$ cat src/rtl/vm_multi_if.sv
// rtl/vm_multi_if.sv - keypad/coin front end to vending core bundle
interface vm_multi_if #(
    parameter int ITEM_W  = 2,
    parameter int PRICE_W = 8
);
    logic              sel_valid;
    logic [ITEM_W-1:0] sel;
    logic [1:0]        coin;
    logic              cancel;
    logic              restock;

    logic               dispense_valid;
    logic [ITEM_W-1:0]  dispense_item;
    logic               change_valid;
    logic [1:0]         change_coin;
    logic               coin_reject;
    logic               sel_reject;
    logic [PRICE_W-1:0] credit;
    logic               busy;

    modport master (
        output sel_valid, sel, coin, cancel, restock,
        input  dispense_valid, dispense_item, change_valid, change_coin,
        input  coin_reject, sel_reject, credit, busy
    );

    modport slave (
        input  sel_valid, sel, coin, cancel, restock,
        output dispense_valid, dispense_item, change_valid, change_coin,
        output coin_reject, sel_reject, credit, busy
    );
endinterface

$ cat src/rtl/vm_multi.sv
// rtl/vm_multi.sv - N-item vending core with credit, stock and serial change payout
// Optional VM_COIN20_EN: coin/change code 11 means Rs20.
module vm_multi #(
    parameter int                         NUM_ITEMS  = 4,
    parameter int                         ITEM_W     = 2,
    parameter int                         PRICE_W    = 8,
    parameter logic [NUM_ITEMS*PRICE_W-1:0] PRICES   = {8'd25, 8'd20, 8'd15, 8'd10},
    parameter int                         CREDIT_MAX = 50,
    parameter int                         STOCK_W    = 4,
    parameter int                         STOCK_INIT = 8
) (
    input  logic     clk,
    input  logic     reset,
    vm_multi_if.slave bus
);
    typedef enum logic [1:0] {IDLE, COLLECT, VEND, CHANGE} state_t;

    state_t             state_q;
    logic [PRICE_W-1:0] credit_q;
    logic [PRICE_W-1:0] remain_q;
    logic [ITEM_W-1:0]  item_q;
    logic [STOCK_W-1:0] stock_q [NUM_ITEMS];
    logic               dispense_valid_q;
    logic [ITEM_W-1:0]  dispense_item_q;
    logic               change_valid_q;
    logic [1:0]         change_coin_q;
    logic               coin_reject_q;
    logic               sel_reject_q;

    logic [PRICE_W-1:0] price_cur;
    logic               sel_ok;
    logic [PRICE_W:0]   coin_val;
    logic [PRICE_W:0]   credit_sum_d;
    logic               coin_ok;
    logic [PRICE_W-1:0] vend_remain_d;
    logic [PRICE_W-1:0] change_src;
    logic [1:0]         change_code_d;
    logic [PRICE_W-1:0] change_rest_d;

    function automatic logic [1:0] pick_coin(input logic [PRICE_W-1:0] r);
        logic [1:0] c;
        c = (r >= PRICE_W'(10)) ? 2'b10 : 2'b01;
`ifdef VM_COIN20_EN
        if (r >= PRICE_W'(20)) c = 2'b11;
`endif
        return c;
    endfunction

    function automatic logic [PRICE_W-1:0] coin_value(input logic [1:0] c);
        logic [PRICE_W-1:0] v;
        case (c)
            2'b01:   v = PRICE_W'(5);
            2'b10:   v = PRICE_W'(10);
            2'b11:   v = PRICE_W'(20);
            default: v = '0;
        endcase
        return v;
    endfunction

    always_comb begin
        price_cur = '0;
        sel_ok    = 1'b0;
        for (int i = 0; i < NUM_ITEMS; i++) begin
            if (item_q == ITEM_W'(i)) price_cur = PRICES[i*PRICE_W +: PRICE_W];
            if (bus.sel == ITEM_W'(i) && stock_q[i] != '0) sel_ok = 1'b1;
        end
    end

    always_comb begin
        coin_val = '0;
        case (bus.coin)
            2'b01:   coin_val = (PRICE_W+1)'(5);
            2'b10:   coin_val = (PRICE_W+1)'(10);
`ifdef VM_COIN20_EN
            2'b11:   coin_val = (PRICE_W+1)'(20);
`endif
            default: coin_val = '0;
        endcase
        credit_sum_d = {1'b0, credit_q} + coin_val;
        coin_ok      = (coin_val != '0) && (credit_sum_d <= (PRICE_W+1)'(CREDIT_MAX));
    end

    // Change outputs are registered on the edge that enters/stays in CHANGE, so
    // remain_q always holds what is left after the coin currently on the outputs.
    always_comb begin
        vend_remain_d = credit_q - price_cur;
        case (state_q)
            CHANGE:  change_src = remain_q;
            VEND:    change_src = vend_remain_d;
            default: change_src = credit_q;
        endcase
        change_code_d = pick_coin(change_src);
        change_rest_d = change_src - coin_value(change_code_d);
    end

    always_ff @(posedge clk) begin
        if (reset) begin
            state_q          <= IDLE;
            credit_q         <= '0;
            remain_q         <= '0;
            item_q           <= '0;
            dispense_valid_q <= 1'b0;
            dispense_item_q  <= '0;
            change_valid_q   <= 1'b0;
            change_coin_q    <= 2'b00;
            coin_reject_q    <= 1'b0;
            sel_reject_q     <= 1'b0;
            for (int i = 0; i < NUM_ITEMS; i++) stock_q[i] <= STOCK_W'(STOCK_INIT);
        end else begin
            dispense_valid_q <= 1'b0;
            change_valid_q   <= 1'b0;
            change_coin_q    <= 2'b00;
            coin_reject_q    <= 1'b0;
            sel_reject_q     <= 1'b0;
            case (state_q)
                IDLE, COLLECT: begin
                    if (state_q == IDLE && bus.restock) begin
                        for (int i = 0; i < NUM_ITEMS; i++) stock_q[i] <= STOCK_W'(STOCK_INIT);
                    end
                    if (bus.cancel) begin
                        coin_reject_q <= (bus.coin != 2'b00);
                        credit_q      <= '0;
                        item_q        <= '0;
                        if (credit_q != '0) begin
                            state_q        <= CHANGE;
                            change_valid_q <= 1'b1;
                            change_coin_q  <= change_code_d;
                            remain_q       <= change_rest_d;
                        end else begin
                            state_q <= IDLE;
                        end
                    end else begin
                        if (bus.coin != 2'b00) begin
                            if (coin_ok) credit_q <= credit_sum_d[PRICE_W-1:0];
                            else         coin_reject_q <= 1'b1;
                        end
                        // A successful reselection postpones the vend so the new price is re-evaluated.
                        if (bus.sel_valid && sel_ok) begin
                            item_q  <= bus.sel;
                            state_q <= COLLECT;
                        end else begin
                            sel_reject_q <= bus.sel_valid;
                            if (state_q == COLLECT && credit_q >= price_cur) begin
                                state_q          <= VEND;
                                dispense_valid_q <= 1'b1;
                                dispense_item_q  <= item_q;
                            end
                        end
                    end
                end
                VEND: begin
                    coin_reject_q <= (bus.coin != 2'b00);
                    credit_q      <= '0;
                    for (int i = 0; i < NUM_ITEMS; i++) begin
                        if (item_q == ITEM_W'(i) && stock_q[i] != '0) stock_q[i] <= stock_q[i] - STOCK_W'(1);
                    end
                    if (vend_remain_d != '0) begin
                        state_q        <= CHANGE;
                        change_valid_q <= 1'b1;
                        change_coin_q  <= change_code_d;
                        remain_q       <= change_rest_d;
                    end else begin
                        state_q <= IDLE;
                    end
                end
                default: begin
                    coin_reject_q <= (bus.coin != 2'b00);
                    if (remain_q != '0) begin
                        change_valid_q <= 1'b1;
                        change_coin_q  <= change_code_d;
                        remain_q       <= change_rest_d;
                    end else begin
                        state_q <= IDLE;
                    end
                end
            endcase
        end
    end

    assign bus.dispense_valid = dispense_valid_q;
    assign bus.dispense_item  = dispense_item_q;
    assign bus.change_valid   = change_valid_q;
    assign bus.change_coin    = change_coin_q;
    assign bus.coin_reject    = coin_reject_q;
    assign bus.sel_reject     = sel_reject_q;
    assign bus.credit         = credit_q;
    assign bus.busy           = (state_q == VEND) || (state_q == CHANGE);
endmodule

$ cat src/flat_wrapper.sv
// flat-port wrapper written by rule: the top's interface ports become plain ports
module vm_multi_flat 
#(
    parameter int                         NUM_ITEMS  = 4,
    parameter int                         ITEM_W     = 2,
    parameter int                         PRICE_W    = 8,
    parameter logic [NUM_ITEMS*PRICE_W-1:0] PRICES   = {8'd25, 8'd20, 8'd15, 8'd10},
    parameter int                         CREDIT_MAX = 50,
    parameter int                         STOCK_W    = 4,
    parameter int                         STOCK_INIT = 8
)
  (clk, reset, bus_sel_valid, bus_sel, bus_coin, bus_cancel, bus_restock, bus_dispense_valid, bus_dispense_item, bus_change_valid, bus_change_coin, bus_coin_reject, bus_sel_reject, bus_credit, bus_busy);
  vm_multi_if #(.ITEM_W(ITEM_W), .PRICE_W(PRICE_W)) bus_i ();
  input  logic clk;
  input  logic reset;
  input wire logic [$bits(bus_i.sel_valid)-1:0] bus_sel_valid;
  input wire logic [$bits(bus_i.sel)-1:0] bus_sel;
  input wire logic [$bits(bus_i.coin)-1:0] bus_coin;
  input wire logic [$bits(bus_i.cancel)-1:0] bus_cancel;
  input wire logic [$bits(bus_i.restock)-1:0] bus_restock;
  output wire logic [$bits(bus_i.dispense_valid)-1:0] bus_dispense_valid;
  output wire logic [$bits(bus_i.dispense_item)-1:0] bus_dispense_item;
  output wire logic [$bits(bus_i.change_valid)-1:0] bus_change_valid;
  output wire logic [$bits(bus_i.change_coin)-1:0] bus_change_coin;
  output wire logic [$bits(bus_i.coin_reject)-1:0] bus_coin_reject;
  output wire logic [$bits(bus_i.sel_reject)-1:0] bus_sel_reject;
  output wire logic [$bits(bus_i.credit)-1:0] bus_credit;
  output wire logic [$bits(bus_i.busy)-1:0] bus_busy;
  assign bus_i.sel_valid = bus_sel_valid;
  assign bus_i.sel = bus_sel;
  assign bus_i.coin = bus_coin;
  assign bus_i.cancel = bus_cancel;
  assign bus_i.restock = bus_restock;
  assign bus_dispense_valid = bus_i.dispense_valid;
  assign bus_dispense_item = bus_i.dispense_item;
  assign bus_change_valid = bus_i.change_valid;
  assign bus_change_coin = bus_i.change_coin;
  assign bus_coin_reject = bus_i.coin_reject;
  assign bus_sel_reject = bus_i.sel_reject;
  assign bus_credit = bus_i.credit;
  assign bus_busy = bus_i.busy;
  vm_multi #(.NUM_ITEMS(NUM_ITEMS), .ITEM_W(ITEM_W), .PRICE_W(PRICE_W), .PRICES(PRICES), .CREDIT_MAX(CREDIT_MAX), .STOCK_W(STOCK_W), .STOCK_INIT(STOCK_INIT)) u_core (.clk(clk), .reset(reset), .bus(bus_i));
endmodule
$ cat config.mk
export PLATFORM = sky130hd
export DESIGN_NAME = vm_multi_flat
export DESIGN_NICKNAME = d
export VERILOG_FILES = /design/src/rtl/vm_multi_if.sv /design/src/rtl/vm_multi.sv /design/src/flat_wrapper.sv
export SDC_FILE = /design/constraint.sdc
export NUM_CORES = 1
export LEC_CHECK = 0
export ABC_AREA = 1
export CORE_UTILIZATION = 41
export DETAILED_ROUTE_END_ITERATION = 8
export PLACE_DENSITY = 0.56
export SYNTH_ARGS = -nofsm -noshare
export SYNTH_HDL_FRONTEND = slang
export SYNTH_SLANG_ARGS = --single-unit
$ cat constraint.sdc
create_clock -name clk -period 7.8 [get_ports clk]
set_clock_uncertainty 0.05 [all_clocks]
set_input_delay 2.34 -clock clk [delete_from_list [all_inputs] [get_ports clk]]
set_output_delay 2.34 -clock clk [all_outputs]
set_load 0.02 [all_outputs]
==> results of run 1 <==
[registers in the layout, summed over array words and instances, names as in the netlist]
name,count
u_core.bus.change_valid,1
u_core.bus.dispense_item,2
u_core.stock_q,16
u_core.bus.credit,8
u_core.bus.change_coin,2
u_core.state_q,2
u_core.remain_q,8
u_core.bus.coin_reject,1
u_core.bus.dispense_valid,1
u_core.item_q,2
u_core.bus.sel_reject,1
[metal layers]
metal | vias to the layer above | GRT usage, % | wire length, um
li1 | 1641 | - | -
met1 | 1390 | 28.2 | 4160
met2 | 41 | 32.8 | 3610
met3 | 9 | 2.74 | 224
met4 | 0 | 5.34 | 97
met5 | - | 0 | 0
[per-stage QoR]
stage                     std cells  cell area (um2)  setup slack, ns  hold WS (ns)
after global routing            616             3780             2.82         0.447
after global placement          608             3670             2.86         0.398
after CTS                       616             3780             3.12         0.420
final                           616             3780             3.10         0.414
after detailed placement        608             3670             2.79         0.406
after floorplan                 490             3330             3.53         0.376
[cell usage in the layout, fill, tap and decap left out, drive strengths merged]
cell	instances
a211oi	1
ha	28
a21boi	1
o21ai	14
nand4	18
bufinv	1
xnor2	4
a21oi	29
a31oi	1
nor4	4
fa	3
inv	72
nor2	65
nand3	47
nor2b	1
nand3b	3
nand2	130
nor3	1
clkinv	1
or2	6
o22ai	4
o221ai	1
edfxtp	12
xor2	4
clkdlybuf4s50	25
clkbuf	6
dfxtp	32
[worst register-to-register path, cell delays in order, from the launching register on]
cell and delay, ns:
dfxtp_1 0.45, inv_1 0.20, ha_1 0.22, or2_2 0.33, ha_1 0.20, fa_1 0.41, nor2_2 0.17, o21ai_2 0.10
nand2_1 0.12, nand2_1 0.09, nand3_1 0.07, nand2_1 0.09, nor2_1 0.11, nand2_1 0.10, nor2_4 0.17, inv_2 0.09
ha_1 0.33, a21oi_1 0.15, o21ai_0 0.14, a21oi_1 0.17, nand3_1 0.13, nor2_1 0.15, nand2_1 0.06, nand2_1 0.06
nand2_1 0.05, nor2_1 0.09, nor2_1 0.05
[final timing paths]
kind / start / endpoint / depth (start not counted)
setup / recovery: bus_coin[1] / u_core.bus.credit[6] / 17
hold / removal: u_core.stock_q[2][0] / u_core.stock_q[2][0] / 1
setup reg to reg: u_core.item_q[1] / u_core.remain_q[7] / 26
hold reg to reg: u_core.stock_q[2][0] / u_core.stock_q[2][0] / 1
[area by class of cell]
| class | instances | area [um2] |
|---|---|---|
| Fill cell | 839 | 4030 |
| Multi-Input combinational cell | 365 | 2020 |
| Sequential cell | 44 | 1000 |
| Inverter | 72 | 273 |
| Timing Repair Buffer | 25 | 250 |
| Tap cell | 102 | 128 |
| Clock buffer | 6 | 72.6 |
| Clock inverter | 2 | 35.0 |
[logic make-up (layout without fill, tap and decap cells)]
family / after synthesis / in the layout / share of synthesized area (%)
AND/OR/NAND/NOR: 275 / 275 / 37.8
XOR/XNOR: 8 / 8 / 2.10
buffers and inverters: 81 / 105 / 9.43
adder cells (fa/ha/maj): 31 / 31 / 12.3
flip-flops: 44 / 44 / 30.0
AO/OA/AOI/OAI: 51 / 51 / 8.34
[power groups by stage]
stage,Clock [uW],Sequential (uW),Combinational [uW]
final,177,324,617
after CTS,181,324,620
after floorplan,0,324,477
after global routing,192,331,707
after detailed placement,0,329,618
after global placement,0,329,611
==> impl_metrics.csv, run 1 <==
group,metric,value,unit
run_status,outcome,"finished, final reports clean",
timing,final_period_minus_worst_setup_slack,4.70,ns
run,max_cap_violations,0,
grt,first_global_vias,2903,
timing,unrepaired_setup_endpoints_after_global_routing,"no",
detailed_routing,vias_per_cell,5.00,
synth,synth.lib_cells_used.distinct,38,
pwr,netSwitchingPower,500,uW
clocking,clockBufferDepth,2,
floorplanning,io_pins,26,
pwr,share_seq_of_total_power,29.0,%
clocking,postCtsSetupRepairBufs,0,
detailed_routing,drc,0,
floorplanning,initial_core_util,42.7,%
synth,synth.top_cells.by_count,"nand2_1, inv_1, nor2_1",
grt,initial_antenna_violation_count,0,
timing,final-setup-viol-count,0,
floorplanning,die-area,0.00849,mm2
setup_path,cpLargestDelayFamily,"simple AND/OR/NAND/NOR gates",
grt,grt.total_usage,20.3,%
grt,maximum_number_of_pins_on_one_net_before_global_route_repair,22,
clocking,worstSkewPairLatency,0.30,ns
final_layout,layout.core_utilization,48.4,%
placement,routabilityCongestion,0.889,
clocking,cts_repair_resize_count,0,
synth,syn_inst,490,
detailed_routing,final_antenna_net_count,0,
pwr,powerDensity,296,mW/mm2
floorplanning,placeableCoreArea,0.00781,mm2
final_layout,final_layout_size_suffix_gt1_share,7.78,%
timing,fmax,213,MHz
detailed_routing,route.vias.total,3081,
synth,yosys_register_bits,44,
detailed_routing,drt_first_pass_iters,4,
clocking,tritoncts.num_buffers,5,
detailed_routing,dr_iter_0_viols,148,
final_layout,synthToLayoutAreaGrowth,13.3,%
clocking,root_buffer,"clkbuf_8",
grt,grt_pass1_wl,13600,um
clocking,clk_pin_slew,0.09,ns
setup_path,crit_type,"in -> reg",
clocking,tritoncts_clock_tree,"done",
clocking,htreeDepth,2,
detailed_routing,drt-wirelength-per-cell,13.1,um
pwr,max-vdd-ir-drop,0.161,mV
final_layout,antenna_fix_cells,0,
setup_path,cp_slowest_stage_delay,0.47,ns
final_layout,nets,553,
clocking,ctsHoldBuffers,0,
timing,timing_worst_slew_pin_value,0.720,ns
synth,synth-async-reset-ratio,0,%
setup_path,path_cells,"clkdlybuf4s50_1 > inv_1 > ha_1 > ha_1 > fa_1 > nand3_1 > nand3_1 > nand3_1 > nand2_1 > inv_1 > nand2_1 > nor2_1 > nand3_1 > nand2_2 > nand2_1 > nand2_1 > nor2_1",
timing,final-max-slew-violation-count,0,
clocking,clock_sink_count,44,
synth,seq_area_frac_synth,30.0,%
floorplanning,dieWidth,92.2,um
synth,synthesis.nets,530,
setup_path,cp_num_buf_inv,3,
synth,syn_area_per_cell,6.80,um2
grt,overflow,0,
setup_path,startpoint_type,"input port",
setup_path,worst_setup_path_end_kind,"register",
synth,yosys_most_used_dff,"dfxtp_1",
synth,number_of_flops_mapped_to_enable_cells_by_yosys,12,
timing,finalSetupTns,0,ns
pwr,power_frac_comb,55.2,%
pwr,pwr-share-clk,15.8,%
synth,ys_top_cells_by_area,"dfxtp_1, nand2_1, edfxtp_1",
floorplanning,floorplan.rows,32,
timing,finalCritPeriodShare,60.2,%
setup_path,critical_path.slowest_cell,"clkdlybuf4s50_1",
min_path,min_path_type,"reg -> reg",
synth,synthMostInstantiatedCell,"nand2_1",
timing,max-slew-margin-rel,51.9,%
setup_path,critical_path_arrival,4.82,ns
detailed_routing,drt_wl_total,8090,um
pwr,power.share.switching,44.8,%
setup_path,reg2reg_setup_slack,3.36,ns
pwr,totalPowerFinal,1120,uW
synth,synth.top_cell.area_share,19.2,%
setup_path,worst-path-max-fanout,7,
floorplanning,floorplan.die.height,92.2,um
pwr,internal_power,618,uW
synth,yosys_warnings,0,
pwr,power.static_leakage,0.00178,uW
placement,io_buffers,25,
setup_path,critical_path_rt,7.92,ns
timing,final-hold-violation-count,0,
placement,detailedPlacementHpwl,6360,um
synth,netlist.top_cell.by_area,"dfxtp_1",
synth,synthesis.area,0.00333,mm2
Power figures use the tool's default switching activity.
==> run 2: changes to the inputs <==
==> constraint.sdc (replaced) <==
create_clock -name clk -period 4.6 [get_ports clk]
set_clock_uncertainty 0.05 [all_clocks]
set_input_delay 1.38 -clock clk [delete_from_list [all_inputs] [get_ports clk]]
set_output_delay 1.38 -clock clk [all_outputs]
set_load 0.02 [all_outputs]
==> impl_metrics.csv, run 2 (synthesized netlist as in run 1, its figures left out) <==
group,metric,value,unit
timing,unrepaired_setup_endpoints_after_global_routing,"no",
clocking,root_buffer,"clkbuf_8",
placement,post_dp_cell_area,0.00368,mm2
setup_path,ff2ff_path_depth,26,
timing,final-hold-violation-count,0,
setup_path,worst_setup_path_end_kind,"register",
placement,routabilityCongestion,0.850,
clocking,tritoncts_clock_tree,"done",
final_layout,finish.cell_count_without_fillers,621,
pwr,pwr-share-clk,15.7,%
setup_path,reg2reg_setup_slack,0.39,ns
detailed_routing,dr_iter_0_viols,108,
timing,final-setup-viol-count,0,
grt,overflow,0,
placement,detailedPlacementHpwl,6390,um
clocking,htreeDepth,2,
clocking,tritoncts.num_buffers,5,
timing,final-max-slew-violation-count,0,
setup_path,critical_path_arrival,4.36,ns
timing,timing_worst_slew_pin_value,0.664,ns
min_path,timing.hold.worst.start,"u_core.stock_q[2][0]",
clocking,clk_pin_slew,0.09,ns
detailed_routing,drt-wirelength-per-cell,13.3,um
grt,maximum_number_of_pins_on_one_net_before_global_route_repair,21,
final_layout,sequential_cell_area,0.00100,mm2
detailed_routing,drt_wl_total,8230,um
timing,finalCritPeriodShare,91.4,%
clocking,worstSkewPairLatency,0.30,ns
final_layout,stdcell_area,0.00382,mm2
run,max_cap_violations,0,
final_layout,final_common_cell,"nand2_1",
clocking,ctsHoldBuffers,0,
floorplanning,io_pins,26,
timing,max-slew-margin-rel,55.6,%
detailed_routing,final_antenna_net_count,0,
floorplanning,initial_core_util,42.7,%
setup_path,worst-path-max-fanout,6,
pwr,power.share.switching,44.9,%
setup_path,critical_path_rt,4.76,ns
setup_path,crit-reg2reg-launch,"u_core.item_q[1]",
pwr,max-vdd-ir-drop,0.276,mV
clocking,clock_sink_count,44,
floorplanning,floorplan.die.height,92.2,um
grt,first_global_vias,3021,
timing,finalSetupTns,0,ns
detailed_routing,drt_first_pass_iters,4,
final_layout,final.fill_count,840,
placement,io_buffers,25,
final_layout,antenna_fix_cells,0,
final_layout,nets,558,
final_layout,layout.cells.most_common_list,"nand2_1, inv_1, nor2_1, nand3_1, dfxtp_1",
final_layout,final_layout_size_suffix_gt1_share,9.25,%
pwr,netSwitchingPower,863,uW
floorplanning,placeableCoreArea,0.00781,mm2
floorplanning,die-area,0.00849,mm2
setup_path,startpoint_type,"register",
run_status,outcome,"finished, final reports clean",
timing,final_period_minus_worst_setup_slack,4.21,ns
floorplanning,dieWidth,92.2,um
setup_path,crit_type,"reg -> reg",
pwr,internal_power,1060,uW
detailed_routing,vias_per_cell,5.07,
placement,place_inst,610,
grt,grt.total_usage,20.7,%
final_layout,multi_input_gate_area,0.00202,mm2
min_path,min_path_type,"reg -> reg",
grt,grt_pass1_wl,14100,um
clocking,clockBufferDepth,2,
detailed_routing,drc,0,
final_layout,synthToLayoutAreaGrowth,14.8,%
pwr,powerDensity,502,mW/mm2
min_path,whs_endpoint,"u_core.stock_q[2][0]",
final_layout,largest_register,"u_core.stock_q",
pwr,share_seq_of_total_power,28.5,%
floorplanning,floorplan.rows,32,
grt,initial_antenna_violation_count,0,
timing,fmax,238,MHz
min_path,holdPathStages,1,
pwr,power.static_leakage,0.00180,uW
setup_path,r2r-end,"u_core.remain_q[7]",
final_layout,largest_reg_flops,16,
pwr,power_frac_comb,55.8,%
detailed_routing,route.vias.total,3151,
## run 2: cell types whose count changed in the layout (fill, tap and decap cells not counted), sizes merged
| cell | previous run | this run |
|---|---|---|
| buf | 0 | 5 |
| clkinvlp | 0 | 1 |
| inv | 72 | 71 |
## run 2: worst max-delay path by stage
stage	from	end	slack, ns	depth (start not counted)
final	u_core.item_q[1]	u_core.remain_q[7]	0.39	26
after global routing	u_core.item_q[1]	u_core.remain_q[7]	0.03	26
after CTS	u_core.item_q[1]	u_core.remain_q[7]	0.24	26
after detailed placement	u_core.item_q[1]	u_core.remain_q[7]	0.27	26
after global placement	u_core.item_q[1]	u_core.remain_q[6]	0.38	24
after floorplan	u_core.item_q[1]	u_core.remain_q[7]	0.76	26
## run 2: power groups by stage
stage	registers (uW)	clock network [uW]	logic [uW]
3_3_place_gp	559	0	1050
6_report	548	302	1070
4_1_cts	548	313	1060
2_1_floorplan	550	0	809
5_1_grt	558	321	1220
3_5_place_dp	557	0	1060
## run 2: metal layers
layer | track usage (%) | routed length (um) | vias up
met3 | 2.99 | 268 | 9
li1 | - | - | 1645
met4 | 5.86 | 86 | 0
met5 | 0 | 0 | -
met1 | 26.4 | 3980 | 1442
met2 | 35.9 | 3900 | 55
## run 2: area by class of cell
cell class,count,area share (%)
multi-input combinational,365,52.9
clock buffer,6,1.90
clock inverter,2,0.916
inverter,72,7.23
timing repair buffer,30,7.53
tap,102,3.34
sequential,44,26.2
## run 2: timing repair
item	4_1_cts	5_1_grt
resized for setup	0	3
setup buffers	0	3
endpoints found under the setup margin	0	2
## run 2: worst max-delay path, cell delays in order, from the launching register on
cell and delay [ns]:
dfxtp_2 0.42, clkinvlp_4 0.14, ha_1 0.18, or2_2 0.31, ha_1 0.20, fa_1 0.41, nor2_2 0.16, o21ai_2 0.10
nand2_1 0.10, nand2_1 0.08, nand3_1 0.07, nand2_1 0.09, nor2_1 0.11, nand2_1 0.09, nor2_4 0.15, inv_2 0.08
ha_1 0.33, a21oi_1 0.14, o21ai_0 0.14, a21oi_1 0.17, nand3_1 0.13, nor2_1 0.16, nand2_1 0.06, nand2_1 0.05
nand2_1 0.04, nor2_1 0.08, nor2_1 0.04
## run 2: through the flow
stage          hold slack [ns]  total power, uW  utilization [%]  worst slack [ns]
2_1_floorplan            0.376             1360                -             0.756
3_3_place_gp             0.390             1610             47.2             0.384
3_5_place_dp             0.395             1610             47.2             0.269
4_1_cts                  0.408             1930             48.6             0.243
5_1_grt                  0.424             2100             49.0            0.0312
6_report                 0.405             1920             49.0             0.394
